--- src/rtl/seg_disp_arbiter.sv ---
// Round-robin arbiter that shares the 8-digit seven-segment display between four 32-bit sources.
// Each granted word is held for HOLD_CYCLES cycles; a force mode tracks one chosen source live.
module seg_disp_arbiter #(
  parameter int unsigned HOLD_CYCLES = 50000000,
  parameter int unsigned CNT_W       = 32
) (
  input  logic         i_clk,
  input  logic         i_rst_n,
  input  logic [3:0]   i_req_valid,
  input  logic [127:0] i_req_data,
  input  logic         i_force_en,
  input  logic [1:0]   i_force_sel,
  output logic [3:0]   o_req_ack,
  output logic [31:0]  o_disp_data,
  output logic [1:0]   o_disp_src,
  output logic         o_disp_valid,
  output logic [7:0]   o_blank_mask,
  output logic         o_busy
);

  typedef enum logic [1:0] {
    StIdle,
    StHold,
    StForce
  } state_e;

  state_e           r_state;
  logic [CNT_W-1:0] r_cnt;
  logic [1:0]       r_last_grant;
  logic [3:0]       r_req_ack;
  logic [31:0]      r_disp_data;
  logic [1:0]       r_disp_src;
  logic             r_disp_valid;
  logic [7:0]       r_blank_mask;
  logic             r_busy;

  logic             w_grant_found;
  logic [1:0]       w_grant_idx;
  logic [31:0]      w_grant_word;
  logic [31:0]      w_force_word;

  // Digit j is blanked when it and every more significant nibble are zero; digit 0 always shows.
  function automatic logic [7:0] f_blank(input logic [31:0] d);
    logic [7:0] m;
    m = '0;
    for (int j = 1; j < 8; j++) begin
      m[j] = ((d >> (4 * j)) == 32'd0);
    end
    return m;
  endfunction

  // Search starts one past the previous grant so every requester gets a turn.
  always_comb begin
    w_grant_found = 1'b0;
    w_grant_idx   = r_last_grant;
    for (int k = 1; k <= 4; k++) begin
      logic [1:0] cand;
      cand = r_last_grant + 2'(k);
      if (!w_grant_found && i_req_valid[cand]) begin
        w_grant_found = 1'b1;
        w_grant_idx   = cand;
      end
    end
  end

  assign w_grant_word = i_req_data[32 * w_grant_idx +: 32];
  assign w_force_word = i_req_data[32 * i_force_sel +: 32];

  always_ff @(posedge i_clk or negedge i_rst_n) begin
    if (!i_rst_n) begin
      r_state      <= StIdle;
      r_cnt        <= '0;
      r_last_grant <= 2'd3;
      r_req_ack    <= '0;
      r_disp_data  <= '0;
      r_disp_src   <= '0;
      r_disp_valid <= 1'b0;
      r_blank_mask <= 8'hFE;
      r_busy       <= 1'b0;
    end else begin
      r_req_ack <= '0;
      if (i_force_en) begin
        // Force overrides any pending grant and abandons a hold in progress.
        r_state      <= StForce;
        r_disp_data  <= w_force_word;
        r_disp_src   <= i_force_sel;
        r_disp_valid <= 1'b1;
        r_blank_mask <= f_blank(w_force_word);
        r_cnt        <= '0;
        r_busy       <= 1'b0;
      end else begin
        unique case (r_state)
          StIdle: begin
            if (w_grant_found) begin
              r_state      <= StHold;
              r_disp_data  <= w_grant_word;
              r_disp_src   <= w_grant_idx;
              r_disp_valid <= 1'b1;
              r_blank_mask <= f_blank(w_grant_word);
              r_req_ack    <= 4'(1) << w_grant_idx;
              r_last_grant <= w_grant_idx;
              r_cnt        <= CNT_W'(HOLD_CYCLES - 1);
              r_busy       <= 1'b1;
            end
          end
          StHold: begin
            if (r_cnt == '0) begin
              r_state <= StIdle;
              r_busy  <= 1'b0;
            end else begin
              r_cnt <= r_cnt - CNT_W'(1);
            end
          end
          StForce: begin
            r_state      <= StIdle;
            r_last_grant <= i_force_sel;
          end
          default: r_state <= StIdle;
        endcase
      end
    end
  end

  assign o_req_ack    = r_req_ack;
  assign o_disp_data  = r_disp_data;
  assign o_disp_src   = r_disp_src;
  assign o_disp_valid = r_disp_valid;
  assign o_blank_mask = r_blank_mask;
  assign o_busy       = r_busy;

endmodule
--- config.mk ---
export PLATFORM = sky130hd
export DESIGN_NAME = seg_disp_arbiter
export DESIGN_NICKNAME = d
export VERILOG_FILES = /design/src/rtl/seg_disp_arbiter.sv
export SDC_FILE = /design/constraint.sdc
export NUM_CORES = 1
export LEC_CHECK = 0
export ABC_AREA = 1
export CORE_MARGIN = 3
export CORE_UTILIZATION = 50
export CTS_CLUSTER_SIZE = 20
export DETAILED_ROUTE_END_ITERATION = 16
export DONT_BUFFER_PORTS = 1
export PLACE_DENSITY = 0.76
export SLEW_MARGIN = 15
export SYNTH_ARGS = -nofsm -noshare
export SYNTH_HDL_FRONTEND = slang
export SYNTH_SLANG_ARGS = --single-unit
--- constraint.sdc ---
create_clock -name i_clk -period 4.55 [get_ports i_clk]
set_input_delay 1.365 -clock i_clk [delete_from_list [all_inputs] [get_ports i_clk]]
set_output_delay 1.365 -clock i_clk [all_outputs]
set_load 0.01 [all_outputs]
* Word-level counts from Yosys, hierarchy flattened
Cells that the tools add are included.
Storage, ports and cells: register bits after elaboration 84, input port bits 137, output and inout bits 48
Operators by class: reduce and logical (&&, ||, !) cells 31, mux-type cells 43, add/subtract/negate cells 4, shift operators 3, bitwise gates (word level) 1, equal/unequal tests 6, $lt $le $gt $ge 4
Operators by type and width (count):
- logical NOT 32 bit | 15
- variable part select 128 x 8 -> 32 bit | 2
- two-way mux 32 bit | 6
- case mux 32 bit (2 select lines) | 1
- subtractor 32 x 1 -> 32 bit, second input constant | 1
- two-way mux 8 bit | 3
- two-way mux 2 bit | 10
- two-way mux 1 bit | 13
- less-than comparator 2 x 3 -> 1 bit, second input constant | 4
- two-way mux 4 bit | 3
- inequality test 3 bit, second input constant | 3
- AND reduction 3 bit | 3
- binary-select mux 1 bit (select 2 bit) | 4
- case mux 2 bit (2 select lines) | 2
- nonzero test 2 bit | 3
- adder 2 bit, second input constant | 2
- AND reduction 2 bit | 2
- left shift 1 x 2 -> 4 bit, first input constant | 1
- logical AND 1 bit | 3
- logical NOT 1 bit | 3
- nonzero test 3 bit | 1
- adder 2 x 1 -> 2 bit, second input constant | 1
- == test 2 x 1 -> 1 bit, second input constant | 1
- == test 2 bit, second input constant | 1
- 4 further kinds | 4

* Depth between registers and ports, before layout
Gate-level depths: netlist of the first run.
word-level depth 18, depth in mapped cells 22, mapped depth without buffers 20

* Worst setup path before layout of the first run
Ideal clock, no wire load.
path type input port to flip-flop, from input i_req_valid[0], to register r_cnt[25], buffers on the path 1, required time 4420 ps, data arrival time 2782 ps, cell stages on the path 13, slack 1638 ps, cell sequence nand2_1 -> nand2_1 -> nand2_1 -> nand2_2 -> nor2_1 -> nand2_1 -> nor2_1 -> o211ai_1 -> nand2_1 -> inv_1 -> nand2_1 -> buf_2 -> o22ai_1
On the way: word-level cells in the longest chain between the ends 14, elaborated cells on any way between the ends 20, classes of those cells 1 x eq/ne; 12 x mux; 7 x reduce/logical
RTL lines:
- from (decl) | RTL line 9 | input logic [3:0] i_req_valid,
- binary-select mux 1 bit (select 2 bit) | RTL line 59 | if (!w_grant_found && i_req_valid[cand]) begin
- two-way mux 1 bit (not written as such) | RTL line 59
- two-way mux 1 bit | RTL line 59
- logical NOT 1 bit | RTL line 59
- logical AND 1 bit | RTL line 59
- two-way mux 1 bit | RTL line 59
- logical NOT 1 bit | RTL line 59
- logical AND 1 bit | RTL line 59
- two-way mux 1 bit | RTL line 59
- logical NOT 1 bit | RTL line 59
- logical AND 1 bit | RTL line 59
- two-way mux 1 bit * | RTL line 59
- inequality test 3 bit (no line) *
- AND reduction 3 bit (no line) *
- to (signal assigned) | RTL line 102 | r_cnt <= CNT_W'(HOLD_CYCLES - 1);
- to (signal assigned) | RTL line 111 | r_cnt <= r_cnt - CNT_W'(1);
- to (decl) | RTL line 28 | logic [CNT_W-1:0] r_cnt;
Mark *: on every way between the ends. The rest lies on a longest branch, timed or not. The select of a mux whose other input is x is not followed. A chain may end at the register's enable or synchronous reset.

* Worst setup path in the final report of the first run
from input i_req_valid[0], to register r_blank_mask[3] (netlist: o_blank_mask[3])
On the way: word-level cells in the longest chain between the ends 17, elaborated cells on any way between the ends 29, classes of those cells 1 x shift; 19 x mux; 9 x reduce/logical
RTL lines:
- binary-select mux 1 bit (select 2 bit) | RTL line 59
- two-way mux 1 bit (not written as such) | RTL line 59
- two-way mux 1 bit | RTL line 59
- logical NOT 1 bit | RTL line 59
- logical AND 1 bit | RTL line 59
- two-way mux 1 bit | RTL line 59
- logical NOT 1 bit | RTL line 59
- logical AND 1 bit | RTL line 59
- two-way mux 1 bit | RTL line 59
- logical NOT 1 bit | RTL line 59
- logical AND 1 bit | RTL line 59
- two-way mux 2 bit | RTL line 59
- variable part select 128 x 8 -> 32 bit | RTL line 66 | assign w_grant_word = i_req_data[32 * w_grant_idx +: 32];
- logical NOT 32 bit | RTL line 47 | m[j] = ((d >> (4 * j)) == 32'd0);
- two-way mux 8 bit | RTL line 94 | if (w_grant_found) begin
- two-way mux 8 bit | RTL line 92 | unique case (r_state)
- two-way mux 8 bit | RTL line 82 | if (i_force_en) begin
- to (signal assigned) | RTL line 88 | r_blank_mask <= f_blank(w_force_word);
- to (signal assigned) | RTL line 99 | r_blank_mask <= f_blank(w_grant_word);
- to (decl) | RTL line 34 | logic [7:0] r_blank_mask;
Parallel ways exist; a longest one is shown, timed or not. The select of a mux whose other input is x is not followed.

==> results_dict.tcl, run 1 <==
set metrics [dict create \
    status "finished, final reports clean" \
    die_y_um 121 \
    slew_violations 0 \
    rr_worst_depth 18 \
    startpoint "i_req_valid[0]" \
    rsz0062_at_grt "false" \
    synth_seq_area_share_pct 31.7 \
    synth_nets 1196 \
    maxCapViolations 0 \
    synth_area_leaders "dfrtp_1 (28%), nand2_1 (24%), nor2_1 (6.3%), nand3_1 (4.7%), a21oi_1 (4.2%)" \
    cts_buffers 9 \
    clk_latency_ns 0.35 \
    synthMuxAreaShare_pct 0 \
    yosysWarnings 0 \
    cts_max_level 3 \
    start_util_pct 51.6 \
    synth_edf_count 0 \
    post_cts_buffers 0 \
    gp_routability_congestion 0.929 \
    numPortBuffers 0 \
    grt_max_degree 84 \
    antenna_left 0 \
    min-delay-start "r_cnt[9]" \
    synth_area_leader_cell "dfrtp_1" \
    syn_area_sq_um 6590 \
    rrSetupSlack_ns 1.44 \
    fin_util_pct 54.7 \
    synth_fa_ha_area_share_pct 0.380 \
    vdd_drop_max_v 0.000464 \
    grt_pass1_wl_um 35100 \
    cts.clk_slew.worst_paths_ns 0.06 \
    io_pins 185 \
    syn_to_final_growth_pct 6.13 \
    crit_path_end "o_blank_mask[3]" \
    relSlewSlack_pct 40.3 \
    die_w_um 121 \
    synth_flop_cell "dfrtp_1" \
    dr.first_iter.drc_count 812 \
    yosys.area_share.xor_xnor_pct 0.399 \
    setup_violations 0 \
    period_needed_ns 3.35 \
    criticalPathCategory "in2reg" \
    dieArea_sq_um 14600 \
    gr-total-overflow 0 \
    synth.avg_cell_area_sq_um 6.23 \
    drt-total-wl_um 22900 \
    p_leak_nw 3.31 \
    core-area_sq_um 12800 \
    reg2reg_from "r_last_grant[0]" \
    yosys.cell_types.count 42 \
    layout.nets 1161 \
    rr_endpoint "o_blank_mask[3]" \
    cts_tree "built" \
    synth_compound_area_share_pct 19.0 \
    start_kind "input pin" \
    cp_data_required_time_ns 4.82 \
    worstPathMaxFanout 54 \
    final_cell_mix "nand2_1 (424), nor2_1 (109), dfrtp_1 (74)" \
    cts_hold_buf 0 \
    setup_tns_ns 0 \
    worst_pin_slew_ns 0.895 \
    diodes 0 \
    synth-simple-area-share_pct 40.4 \
    clock_sinks 83 \
    cp-end-kind "register" \
    via_count 7275 \
    yosysTopAreaCellShare_pct 28.1 \
    ctsResizeCount 0 \
    hpwl_um 15900 \
    skew_ns 0.0136 \
    grt_pass1_vias 6570 \
    power_density_nw_per_um2 774 \
    first_pass_iters 6 \
    final_cell_area_sq_um 6990 \
    fin_crit_sh_pct 73.5 \
    grt_use_total_pct 30.3 \
    layout_commonest_cell "nand2_1" \
    ys_async_sr_fraction_pct 100 \
    cp_data_arrival_time_ns 3.61 \
    wl_per_cell_um 19.1 \
    synth.ff_latch_count 83 \
    synth_cells 1057 \
    post_dp_cell_area_sq_um 6630 \
    rows 41 \
    finalHoldViolCount 0 \
    synth_top_family_by_area "simple AND/OR/NAND/NOR gates" \
    antenna_found_initial 0 \
    vias_per_cell 6.07 \
    clockBufferDepth 2 \
    clock.fmax_ghz 0.299 \
    hold_class "reg2reg" \
    drc_errors 0 \
    root_buffer "clkbuf_16" \
    drive_gt1_share_pct 6.52 \
]
-- registers in the layout, summed over array words and instances, names as in the netlist --
register      count
o_disp_data      32
r_cnt            32
o_blank_mask      7
o_req_ack         4
o_disp_src        2
r_last_grant      2
r_state           2
o_busy            1
o_disp_valid      1
-- worst min path at each step --
stage	cells past startpoint	slack, ns	endpoint
finish	1	0.50	r_cnt[9]
global route	1	0.55	r_cnt[9]
CTS	1	0.50	r_cnt[9]
global placement	1	0.49	r_cnt[9]
detailed placement	1	0.50	r_cnt[9]
floorplan	1	0.46	r_cnt[9]
-- kinds of logic after synthesis --
family | count (synthesis)
flops | 83
other cells | 1
buf+inv | 125
fa+ha+maj | 2
xor+xnor | 3
compound gates | 196
simple gates | 647
-- critical path, stage by stage --
cell	delay, ns
nand2_1	0.03
nand2_1	0.11
nand2_1	0.10
nand2_2	0.11
nand2_4	0.08
nand3_2	0.06
buf_4	0.24
nand2_4	0.40
nand2_1	0.18
nand2_1	0.07
nand2_1	0.06
nand2_1	0.09
nor2_2	0.13
nand3_2	0.11
nor2_2	0.21
nand3b_1	0.10
a21oi_1	0.15
-- stage by stage --
step | power (W) | setup slack (ns) | std cells | hold slack [ns]
after CTS | 0.00537 | 1.29 | 1199 | 0.504
after detailed placement | 0.00447 | 0.939 | 1183 | 0.495
after floorplan | 0.00377 | 1.64 | 1057 | 0.457
after global routing | 0.00585 | 1.02 | 1199 | 0.545
final | 0.00541 | 1.20 | 1199 | 0.501
after global placement | 0.00443 | 1.02 | 1183 | 0.495
-- power by group --
group | internal, W | switching [W]
registers | 0.000970 | 0.000295
logic | 0.000933 | 0.00232
clock network | 0.000581 | 0.000309
-- per-layer routing --
| metal | GRT usage, % | up-vias | wire length [um] |
|---|---|---|---|
| met2 | 48.6 | 451 | 10400 |
| met1 | 38.5 | 3338 | 8900 |
| li1 | - | 3429 | - |
| met5 | 0 | - | 0 |
| met4 | 11.5 | 0 | 562 |
| met3 | 9.12 | 57 | 3010 |
-- final cells by class --
type                       count  area [sq um]
clock buffer                  12           267
tap                          172           215
inverter                      66           255
clock inverter                 4          95.1
timing repair buffer          13          97.6
sequential                    83          2090
multi-input combinational    849          3980
fill                        1261          5780
-- Yosys cell counts, types with 8 or more instances --
library cell / number
clkbuf_1: 33
dfstp_2: 9
nor2_1: 110
nor3_1: 15
a21oi_1: 55
nand3_1: 62
inv_2: 9
o21ai_0: 55
o211ai_1: 21
buf_1: 9
a32o_1: 21
nand2_1: 424
inv_1: 53
nand4_1: 12
o22ai_1: 8
dfrtp_1: 74
buf_2: 11
o221ai_1: 15
No activity file was read; power rests on OpenSTA's default activity.
==> run 2: changes to the inputs <==
- PLACE_DENSITY: 0.76 -> 0.79
- clock period: 4.55 -> 3 ns (I/O delays scaled with it)
==> run 2 against run 1 <==
  * Power is 55% higher
  * Setup slack got worse by 0.87 ns
  * Sequential share of layout area down 0.63 points
  * Clock power rose by 47%
  * Die area did not move
  * Core utilization grew 1.2 points
  * Design area is 2.2% higher
  * Largest power group unchanged
==> results_dict.tcl, run 2 (same netlist as run 1, synthesis figures left out) <==
set metrics [dict create \
    status "finished, final reports clean" \
    grt_pass1_vias 6471 \
    first_pass_iters 5 \
    clockBufferDepth 2 \
    internal_power_w 0.00397 \
    p_seq_share_pct 22.8 \
    grt_use_total_pct 29.4 \
    relSlewSlack_pct 56.7 \
    start_util_pct 51.6 \
    antenna_found_initial 0 \
    ctsResizeCount 0 \
    clock_sinks 83 \
    criticalPathCategory "reg2reg" \
    hold_class "in2async" \
    cts_max_level 3 \
    setup_violations 0 \
    switching_share_pct 52.8 \
    clk_latency_ns 0.35 \
    p_leak_nw 3.40 \
    die_w_um 121 \
    period_needed_ns 2.67 \
    numPortBuffers 0 \
    worstPathMaxFanout 26 \
    fin_crit_sh_pct 88.9 \
    hpwl_um 16100 \
    layout_commonest_cell "nand2_1" \
    skew_ns 0.0115 \
    diodes 0 \
    cts_tree "built" \
    start_kind "register" \
    root_buffer "clkbuf_16" \
    antenna_left 0 \
    drc_errors 0 \
    pwr-share-clk_pct 15.6 \
    grt_max_degree 84 \
    drt-total-wl_um 21700 \
    dr.first_iter.drc_count 631 \
    totalPowerFinal_w 0.00840 \
    slew_violations 0 \
    wl_per_cell_um 17.8 \
    setup_tns_ns 0 \
    switchingPower_w 0.00443 \
    dieArea_sq_um 14600 \
    rows 41 \
    rsz0062_at_grt "false" \
    finalHoldViolCount 0 \
    cp-end-kind "register" \
    final_cell_mix "nand2_1 (424), nor2_1 (110), dfrtp_1 (74)" \
    grt_pass1_wl_um 34200 \
    gp_routability_congestion 0.950 \
    die_y_um 121 \
    core-area_sq_um 12800 \
    gr-total-overflow 0 \
    clock.fmax_ghz 0.375 \
    maxCapViolations 0 \
    via_count 7180 \
    power_density_nw_per_um2 1180 \
    layout.nets 1180 \
    cts_hold_buf 0 \
    worst_pin_slew_ns 0.644 \
    vias_per_cell 5.89 \
    cp_data_required_time_ns 3.29 \
    drive_gt1_share_pct 8.13 \
    syn_to_final_growth_pct 8.43 \
    cts_buffers 9 \
    cp_data_arrival_time_ns 2.95 \
    io_pins 185 \
    cts.clk_slew.worst_paths_ns 0.07 \
    combPwrFrac_pct 61.6 \
    vdd_drop_max_v 0.000579 \
    nFillCells 1241 \
]
## run 2: power by group through the flow
stage | logic [W] | registers (W) | clock network, W
final | 0.00518 | 0.00192 | 0.00131
after global routing | 0.00580 | 0.00195 | 0.00137
after CTS | 0.00509 | 0.00192 | 0.00132
after detailed placement | 0.00506 | 0.00193 | 0
after global placement | 0.00500 | 0.00193 | 0
after floorplan | 0.00395 | 0.00178 | 0
## run 2: what timing repair did
item | 4_1_cts | 5_1_grt
setup endpoints to repair | 0 | 3
buffers inserted | 0 | 1
hold endpoints to repair | 0 | 0
## run 2: area by class of cell
cell class	count	area (sq um)	area share [%]
Clock buffer	9	225	3.15
Clock inverter	7	123	1.72
Inverter	66	255	3.57
Multi-Input combinational cell	849	3970	55.6
Sequential cell	83	2090	29.2
Tap cell	172	215	3.01
Timing Repair Buffer	32	265	3.71
## run 2: worst max-delay path: stages, from the launching register on
cell     delay [ns]
dfstp_2        0.67
inv_6          0.08
nand2_1        0.12
nand3_1        0.08
nand2_1        0.14
nand2_4        0.09
nand3_2        0.18
nand2_4        0.08
buf_4          0.23
nand2_1        0.09
nand2_1        0.05
nand2_1        0.05
nand2_1        0.08
nor2_1         0.11
nand2_1        0.09
nor2_1         0.15
nand2_1        0.06
nor2_1         0.10
nor2_1         0.05
nor2_1         0.08
## run 2: layer usage
| metal | GRT usage, % | part of all wire, % | vias up |
|---|---|---|---|
| met1 | 37.4 | 39 | 3298 |
| met4 | 7.65 | 2.0 | 0 |
| met2 | 48.1 | 46 | 370 |
| met5 | 0 | 0 | - |
| li1 | - | - | 3478 |
| met3 | 10.1 | 13 | 34 |
## run 2: final timing paths
path,from,to,slack [ns],cells after the start
worst max register to register,r_last_grant[0],o_blank_mask[1],0.33,19
max in group asynchronous,i_rst_n,o_blank_mask[7],2.54,0
min in group i_clk,r_cnt[9],r_cnt[9],0.49,1
worst max-delay path,r_last_grant[0],o_blank_mask[1],0.33,19
worst min-delay path,i_rst_n,o_disp_data[9],0.24,0
worst min register to register,r_cnt[9],r_cnt[9],0.49,1
## run 2: metrics by stage
| step | util, % | hold WS, ns | cell area (sq um) | std cells | setup WS [ns] |
|---|---|---|---|---|---|
| 4_1_cts | 55.9 | 0.233 | 7140 | 1217 | 0.327 |
| 2_1_floorplan | - | 0.457 | 6590 | 1057 | 0.553 |
| 3_3_place_gp | 53.1 | 0.481 | 6790 | 1201 | 0.242 |
| 3_5_place_dp | 53.1 | 0.482 | 6790 | 1201 | 0.211 |
| 6_report | 55.9 | 0.240 | 7140 | 1218 | 0.334 |
| 5_1_grt | 55.9 | 0.231 | 7140 | 1218 | 0.0162 |
==> run 3: changes to the inputs <==
- CORE_UTILIZATION: 50 -> 43
- PLACE_DENSITY: 0.79 -> 0.71
==> run 3 against run 2 <==
  * Via count is 1.7% lower
  * Critical path depth is 1 higher
  * Largest power group unchanged
  * First-iteration DRC count is 1.9% lower
  * Global-route usage is 4.0 points lower
  * Die area is 15% higher
  * Core utilization is 7.0 points lower
==> results_dict.tcl, run 3 (same netlist as run 1, synthesis figures left out) <==
set metrics [dict create \
    status "finished, final reports clean" \
    finalHoldViolCount 0 \
    cp-end-kind "register" \
    first_pass_iters 5 \
    startpoint "r_last_grant[0]" \
    antenna_found_initial 0 \
    nFillCells 1523 \
    grt_pass1_wl_um 34100 \
    grt_max_degree 84 \
    cts_buffers 9 \
    fin_crit_sh_pct 87.5 \
    vias_per_cell 5.74 \
    critPathSlowestCell "dfstp_2" \
    maxCapViolations 0 \
    slew_violations 0 \
    grt_pass1_vias 6525 \
    dieArea_sq_um 16800 \
    die_w_um 130 \
    crit_path_end "o_blank_mask[1]" \
    grt_use_total_pct 25.4 \
    crit_family "simple AND/OR/NAND/NOR gates" \
    drc_errors 0 \
    hpwl_um 16300 \
    crit_path_frequent_cell "nand2_1" \
    wl_per_cell_um 17.8 \
    clk_latency_ns 0.35 \
    path_cells "buf_12, nand2_1, nand2_1, nand2_1, nand2_2, nand2_4, nand3_2, nand2_8, buf_12, nand2_1, nand2_1, nand2_1, nand2_1, inv_1, nand2_1, nor2_1, nand3_1, nor2_1, nor2_1, nor2_1" \
    multi_input_area_sq_um 3990 \
    via_count 7057 \
    numPortBuffers 0 \
    cts_max_level 3 \
    clockBufferDepth 2 \
    critical-path-max-stage-delay_ns 0.60 \
    start_kind "register" \
    p_leak_nw 3.41 \
    clock_sinks 83 \
    final_cell_mix "nand2_1 (424), nor2_1 (110), dfrtp_1 (74)" \
    rr_endpoint "o_blank_mask[1]" \
    cp.buffers_inverters 3 \
    setup_violations 0 \
    reg2reg_from "r_last_grant[0]" \
    diodes 0 \
    criticalPathCategory "reg2reg" \
    gp_routability_congestion 0.909 \
    dr.first_iter.drc_count 619 \
    start_util_pct 44.7 \
    cp_data_required_time_ns 3.28 \
    period_needed_ns 2.62 \
    clock.fmax_ghz 0.381 \
    power_density_nw_per_um2 1180 \
    syn_to_final_growth_pct 9.55 \
    io_pins 185 \
    drt-total-wl_um 21900 \
    hold_class "in2async" \
    rr_worst_depth 20 \
    rrSetupSlack_ns 0.38 \
    worstPathMaxFanout 33 \
    rows 44 \
    cts_hold_buf 0 \
    fin_util_pct 48.9 \
    core-area_sq_um 14800 \
    skew_ns 0.0123 \
    worstSetupPathDepth 20 \
    root_buffer "clkbuf_16" \
    cts.clk_slew.worst_paths_ns 0.06 \
    gr-total-overflow 0 \
    finalHoldWorstSlack_ns 0.248 \
    vdd_drop_max_v 0.000565 \
    ff_latch_area_sq_um 2090 \
    drive_gt1_share_pct 8.13 \
    layout_commonest_cell "nand2_1" \
    antenna_left 0 \
    cp_data_arrival_time_ns 2.90 \
    die_y_um 130 \
    cts_tree "built" \
    layout.nets 1180 \
]
==> run 3: cell types whose count changed in the layout (fill, tap and decap cells not counted), sizes merged <==
cell	before	now
clkbuf	9	10
clkinvlp	2	3
inv	66	64
==> run 3: timing repair <==
item,in CTS,in global routing
endpoints found under the setup margin,0,8
buffers inserted,0,2
gates resized for setup,0,2
==> run 3: per-layer routing <==
| metal | vias to the layer above | global-route usage (%) | share of wire (%) |
|---|---|---|---|
| met2 | 300 | 41.8 | 47 |
| li1 | 3475 | - | - |
| met4 | 0 | 7.33 | 1.9 |
| met5 | - | 0 | 0 |
| met3 | 30 | 8.84 | 11 |
| met1 | 3252 | 31.7 | 40 |
==> run 3: worst min-delay path by stage <==
stage,cells past startpoint,endpoint,slack (ns)
6_report,0,o_disp_data[31],0.25
3_5_place_dp,1,r_cnt[9],0.49
2_1_floorplan,1,r_cnt[9],0.46
3_3_place_gp,1,r_cnt[9],0.49
4_1_cts,0,o_disp_data[31],0.24
5_1_grt,0,o_disp_data[27],0.23
==> run 3: area by class of cell <==
cell class	count	share of cell area, %
Clock buffer	10	3.31
Clock inverter	6	1.56
Inverter	66	3.54
Multi-Input combinational cell	849	55.3
Sequential cell	83	28.9
Tap cell	184	3.19
Timing Repair Buffer	32	4.19
==> run 3: power breakdown <==
group / total (W) / switching (W) / internal [W]
Clock: 0.00130 / 0.000468 / 0.000836
Combinational: 0.00529 / 0.00353 / 0.00176
Sequential: 0.00192 / 0.000445 / 0.00147
==> run 3: stage by stage <==
stage / std cells / power, W / instance area [sq um] / setup slack, ns / TNS, ns
CTS: 1228 / 0.00841 / 7170 / 0.245 / 0
floorplan: 1057 / 0.00572 / 6590 / 0.553 / 0
global placement: 1212 / 0.00703 / 6820 / 0.185 / 0
finish: 1230 / 0.00851 / 7220 / 0.376 / 0
global route: 1230 / 0.00932 / 7220 / -0.00385 / -0.00385
detailed placement: 1212 / 0.00707 / 6820 / 0.130 / 0
